==> src/rtl/bus_initiator.sv <==
// rtl/bus_initiator.sv - burst bus initiator with request/grant handshake
//
// Purpose: accepts a local burst command, requests the bus, drives
// frame/irdy for cmd_len+1 beats, then idles the bus for one turnaround
// cycle. A grant lost mid-burst drops frame/irdy and re-requests the bus,
// keeping the remaining beat count.
//
// Optional feature: define BUS_INIT_TIMEOUT_EN to abort a request after
// TMO_CYC consecutive cycles without grant (tmo_err pulse, command dropped).
//
// Ports:
//   clk        in   clock, rising edge
//   reset_n    in   asynchronous active-low reset
//   cmd_valid  in   burst command valid
//   cmd_len    in   burst beats minus one
//   cmd_ready  out  command accepted when cmd_valid && cmd_ready
//   gnt_n      in   active-low grant from the arbiter
//   trdy       in   target ready; beat completes on irdy && trdy
//   req_n      out  active-low bus request
//   frame      out  transaction in progress
//   irdy       out  initiator ready
//   xfer_done  out  one-cycle pulse after the final beat
//   tmo_err    out  one-cycle pulse on grant timeout
module bus_initiator #(
   parameter int LEN_W   = 4,
   parameter int TMO_CYC = 15
) (
   input  logic             clk,
   input  logic             reset_n,
   input  logic             cmd_valid,
   input  logic [LEN_W-1:0] cmd_len,
   output logic             cmd_ready,
   input  logic             gnt_n,
   input  logic             trdy,
   output logic             req_n,
   output logic             frame,
   output logic             irdy,
   output logic             xfer_done,
   output logic             tmo_err
);

   typedef enum logic [1:0] {
      S_IDLE = 2'd0,
      S_REQ  = 2'd1,
      S_XFER = 2'd2,
      S_TURN = 2'd3
   } state_t;

   state_t           r_state;
   logic [LEN_W-1:0] r_cnt;
   logic             r_cmd_ready;
   logic             r_req_n;
   logic             r_frame;
   logic             r_irdy;
   logic             r_xfer_done;

   logic             w_accept;
   logic             w_beat;
   logic             w_last;

   assign w_accept = cmd_valid && r_cmd_ready;
   assign w_beat   = r_irdy && trdy;
   // r_cnt holds beats remaining minus one, so zero means this is the final beat
   assign w_last   = w_beat && (r_cnt == '0);

`ifdef BUS_INIT_TIMEOUT_EN
   localparam int TMO_W = $clog2(TMO_CYC + 1);

   logic [TMO_W-1:0] r_wait;
   logic             r_tmo_err;
   logic             w_tmo;

   // r_wait counts earlier ungranted REQ cycles; this one is the TMO_CYC-th
   assign w_tmo   = gnt_n && (r_wait == TMO_W'(TMO_CYC - 1));
   assign tmo_err = r_tmo_err;
`else
   // TMO_CYC only matters with the timeout built; the term below is always 0
   assign tmo_err = 1'b0 & (TMO_CYC == 0);
`endif

   always_ff @(posedge clk or negedge reset_n) begin
      if (!reset_n) begin
         r_state     <= S_IDLE;
         r_cnt       <= '0;
         r_cmd_ready <= 1'b0;
         r_req_n     <= 1'b1;
         r_frame     <= 1'b0;
         r_irdy      <= 1'b0;
         r_xfer_done <= 1'b0;
`ifdef BUS_INIT_TIMEOUT_EN
         r_wait      <= '0;
         r_tmo_err   <= 1'b0;
`endif
      end else begin
         r_xfer_done <= 1'b0;
`ifdef BUS_INIT_TIMEOUT_EN
         r_tmo_err   <= 1'b0;
`endif
         case (r_state)
            S_IDLE: begin
               if (w_accept) begin
                  r_state     <= S_REQ;
                  r_cnt       <= cmd_len;
                  r_cmd_ready <= 1'b0;
                  r_req_n     <= 1'b0;
`ifdef BUS_INIT_TIMEOUT_EN
                  r_wait      <= '0;
`endif
               end else begin
                  // first cycle out of reset raises cmd_ready here
                  r_cmd_ready <= 1'b1;
               end
            end
            S_REQ: begin
               if (!gnt_n) begin
                  r_state <= S_XFER;
                  r_frame <= 1'b1;
                  r_irdy  <= 1'b1;
               end
`ifdef BUS_INIT_TIMEOUT_EN
               else if (w_tmo) begin
                  r_state     <= S_IDLE;
                  r_req_n     <= 1'b1;
                  r_cmd_ready <= 1'b1;
                  r_tmo_err   <= 1'b1;
                  r_cnt       <= '0;
               end else begin
                  r_wait <= r_wait + TMO_W'(1);
               end
`endif
            end
            S_XFER: begin
               if (w_last) begin
                  r_state     <= S_TURN;
                  r_xfer_done <= 1'b1;
                  r_req_n     <= 1'b1;
                  r_frame     <= 1'b0;
                  r_irdy      <= 1'b0;
               end else begin
                  if (w_beat) begin
                     r_cnt <= r_cnt - LEN_W'(1);
                  end
                  // grant lost with beats left: back off and re-request
                  if (gnt_n) begin
                     r_state <= S_REQ;
                     r_frame <= 1'b0;
                     r_irdy  <= 1'b0;
`ifdef BUS_INIT_TIMEOUT_EN
                     r_wait  <= '0;
`endif
                  end
               end
            end
            S_TURN: begin
               r_state     <= S_IDLE;
               r_cmd_ready <= 1'b1;
            end
            default: begin
               r_state <= S_IDLE;
            end
         endcase
      end
   end

   assign cmd_ready = r_cmd_ready;
   assign req_n     = r_req_n;
   assign frame     = r_frame;
   assign irdy      = r_irdy;
   assign xfer_done = r_xfer_done;

endmodule

==> config.mk <==
export PLATFORM = sky130hd
export DESIGN_NAME = bus_initiator
export DESIGN_NICKNAME = d
export VERILOG_FILES = /design/src/rtl/bus_initiator.sv
export SDC_FILE = /design/constraint.sdc
export NUM_CORES = 1
export LEC_CHECK = 0
export CORE_MARGIN = 1.5
export CORE_UTILIZATION = 30
export CTS_CLUSTER_SIZE = 30
export DETAILED_ROUTE_END_ITERATION = 16
export GPL_TIMING_DRIVEN = 0
export PLACE_DENSITY_LB_ADDON = 0.12
export SLEW_MARGIN = 10
export SYNTH_ARGS = -nofsm -noshare
export SYNTH_HDL_FRONTEND = slang
export SYNTH_SLANG_ARGS = --single-unit
==> constraint.sdc <==
create_clock -name clk -period 5.58 [get_ports clk]
set_clock_uncertainty 0.1 [all_clocks]
set_input_delay 1.674 -clock clk [delete_from_list [all_inputs] [get_ports clk]]
set_output_delay 1.674 -clock clk [all_outputs]
set_load 0.005 [all_outputs]
==> metrics.yaml, run 1 <==
layout.nets: 102
synth_adder_area_share_pct: 11.6
p_comb_share_pct: 54.6
switchingPower_uw: 168
final.setup.worst_slack_ns: 2.49
cts.path.max_buffers: 2
clkLatencyLatePin_ns: 0.27
dpl_cell_area_um2: 813
die_x_um: 49.5
grt_max_degree: 11
wl_per_cell_um: 11.5
critical_path.top_delay_family: "buffers and inverters"
synth_edf_count: 0
worstHoldStart: "cmd_ready$_DFFE_PN0P_"
grt_setup_unrepaired: "no"
syn_avg_cell_area_um2: 9.41
setup.worst_path.start: "irdy$_DFFE_PN0P_"
design_area_um2: 840
gp_congestion: 0.749
cp.arrival_ns: 1.31
synth_top_area_share_pct: 34.7
dpl.hpwl_um: 980
numPortBuffers: 13
clockRootBuffer: "clkbuf_4"
die_area_mm2: 0.00245
synth_most_common_cell: "dfrtp_1"
die_h_um: 49.5
first_pass_iters: 4
post-place-ws_ns: 2.46
fp.coreArea_mm2: 0.00200
critPathMaxStageDelay_ns: 0.49
worst-path-buf-inv: 2
synthArstFlopShare_pct: 100
yosysSeqAreaShare_pct: 38.7
grt_remaining_overflow: 0
cp-start-kind: "register"
critPathKind: "reg -> out"
r2r-start: "r_cnt[0]$_DFFE_PN0P_"
synth_cell_types: 29
setup_tns_ns: 0
timing.fmax_mhz: 324
ant_nets: 0
multi_input_area_um2: 357
syn_to_final_growth_pct: 29.3
num_rows: 16
setup_violations: 0
critPathSlowestCell: "clkdlybuf4s50_1"
netlist_top_cells_area: "dfrtp_1 (35%), ha_1 (12%), nand2_1 (4.6%)"
diodes: 0
cts_sinks: 10
p_int_uw: 248
yosys_warnings: 0
syn_inst: 69
crit_chain: "buf_4 > clkdlybuf4s50_1"
cts_setup_buffers: 0
grt_pass1_vias: 504
r2r_cells: 6
cp.depth: 2
cts_tree: "yes"
clkPwrFrac_pct: 13.0
p_leak_nw: 0.377
synth_flop_cell: "dfrtp_1"
min_period_ns: 3.09
track_usage_pct: 12.7
boundaryPins: 15
drtIter0Drc: 8
synthTopCellsByCount: "dfrtp_1 (9), nand2_1 (8), ha_1 (6), inv_1 (6)"
pwr-share-seq_pct: 32.4
p_sw_share_pct: 40.3
drc: 0
start_util_pct: 32.4
yosys.area_share.simple_pct: 15.6
syn_nets: 84
path_max_fanout: 6
drv_slew: 0
num_vias: 526
cts_made_buffers: 3
seq_area_um2: 251
total_power_uw: 416
grt_pass1_wl_mm: 2.33
holdPathStages: 1
synth_compound_area_share_pct: 20.4
cts.clk_slew.worst_paths_ns: 0.07
critPathRequiredTime_ns: 3.81
status: "completed"
synth_top_family_by_area: "compound AO/OA/AOI/OAI gates"
syn-cell-area_um2: 649
nFillCells: 215
yosys.area.top_type: "dfrtp_1"
max-vdd-ir-drop_mv: 0.197
routed_via_density: 4.65
synth_xor_area_share_pct: 1.35
powerDensity_mw_per_mm2: 495
wirelength_mm: 1.30
ys_seq_elements: 10
post_cts_resized: 0
cts-htree-levels: 1
synth_mux_area_share_pct: 5.39
hold_viol: 0
drive_above_1_share_pct: 12.8
postCtsHoldBufs: 0
antenna_found_initial: 0
cap_violations: 0
min_path_type: "reg -> reg"
fin_crit_sh_pct: 55.3
end_kind: "primary output"
==> cell type report <==
type,count,area share (%)
inverters,6,2.68
repair buffers,13,15.5
plain buffers,3,2.24
flip-flops and latches,10,30.0
multi-input cells,50,42.5
clock buffers,4,3.13
well taps,27,4.02
==> power groups by stage <==
stage / Clock, mW / Combinational, mW / Sequential [mW]
final: 0.0541 / 0.227 / 0.135
after global routing: 0.0612 / 0.259 / 0.140
after CTS: 0.0557 / 0.230 / 0.135
after detailed placement: 0 / 0.228 / 0.136
after global placement: 0 / 0.227 / 0.135
after floorplan: 0 / 0.171 / 0.128
==> routing by layer <==
metal	wire [um]	GRT usage [%]	vias up	part of all wire (%)
met1	672	17.6	236	52
met3	63	3.94	5	4.9
li1	-	-	274	-
met4	35	6.94	0	2.7
met5	0	0	-	0
met2	525	17.3	11	41
==> final timing paths <==
path	slack, ns	endpoint
max	2.49	irdy
min	0.41	cmd_ready$_DFFE_PN0P_
max reg2reg	3.68	r_cnt[3]$_DFFE_PN0P_
min reg2reg	0.41	cmd_ready$_DFFE_PN0P_
max in group asynchronous	3.41	req_n$_DFFE_PN1P_
min in group asynchronous	1.62	cmd_ready$_DFFE_PN0P_
==> kinds of logic (layout without fill, tap and decap cells) <==
| group | Yosys count | count (layout) |
|---|---|---|
| adders and majority gates | 6 | 6 |
| AOI/OAI and AO/OA | 19 | 19 |
| and+or+nand+nor | 20 | 20 |
| buffers and inverters | 9 | 26 |
| xor gates and xnor gates | 1 | 1 |
| DFF | 10 | 10 |
| muxes | 3 | 3 |
| other | 1 | 1 |
==> registers in the layout (all words and copies together) (netlist names) <==
register,flops
irdy,1
r_cnt,4
req_n,1
xfer_done,1
r_state,2
cmd_ready,1
==> worst reg2reg max path, stage by stage, from the launching register on <==
cell and delay [ns]:
dfrtp_1 0.40, inv_1 0.11, ha_1 0.14, or3b_4 0.40, a22o_1 0.23, nand2_4 0.11
mux2_4 0.30
==> per-stage QoR <==
stage	std cells	hold WS [ns]	utilization (%)
6_report	113	0.414	41.9
5_1_grt	113	0.455	41.9
4_1_cts	113	0.422	41.9
3_5_place_dp	109	0.409	40.6
3_3_place_gp	109	0.408	40.6
2_1_floorplan	69	0.395	-
==> layout by cell type, fill, tap and decap left out, drive strengths merged <==
cell,n
a21oi,5
nor3b,1
o211ai,3
dfstp,1
nor2b,1
nor3,2
conb,1
a22oi,1
or3b,1
a21bo,1
o2bb2ai,2
dfrtp,9
clkbuf,5
and3,1
a31oi,1
o21ai,3
mux2i,2
inv,6
o21bai,1
buf,2
ha,6
nor2,5
o2111ai,1
clkdlybuf4s50,13
mux2,1
nand2,9
xnor2,1
a22o,1
No activity file was read; power rests on OpenSTA's default activity.
==> inputs of run 2 (changes only) <==
==> constraint.sdc (replaced) <==
create_clock -name clk -period 3.2 [get_ports clk]
set_clock_uncertainty 0.1 [all_clocks]
set_input_delay 0.96 -clock clk [delete_from_list [all_inputs] [get_ports clk]]
set_output_delay 0.96 -clock clk [all_outputs]
set_load 0.005 [all_outputs]
==> results of run 2 <==
Same layout as run 1 (identical final DEF). Status: completed.
Among the figures that moved: setup slack after placement 2.46 ns -> 0.792 ns; setup slack after layout 2.49 ns -> 0.827 ns; register-to-register setup slack 3.68 ns -> 1.30 ns; total power 0.416 mW -> 0.725 mW; worst IR drop on VDD 0.197 mV -> 0.343 mV
==> inputs of run 3 (changes only) <==
==> constraint.sdc (replaced) <==
create_clock -name clk -period 2.25 [get_ports clk]
set_clock_uncertainty 0.1 [all_clocks]
set_input_delay 0.675 -clock clk [delete_from_list [all_inputs] [get_ports clk]]
set_output_delay 0.675 -clock clk [all_outputs]
set_load 0.005 [all_outputs]
==> results of run 3 <==
Same layout as run 1 (identical final DEF). Status: completed.
Among the figures that moved: setup slack after placement 2.46 ns -> 0.127 ns; setup slack after layout 2.49 ns -> 0.162 ns; register-to-register setup slack 3.68 ns -> 0.35 ns; total power 0.416 mW -> 1.03 mW; worst IR drop on VDD 0.197 mV -> 0.488 mV
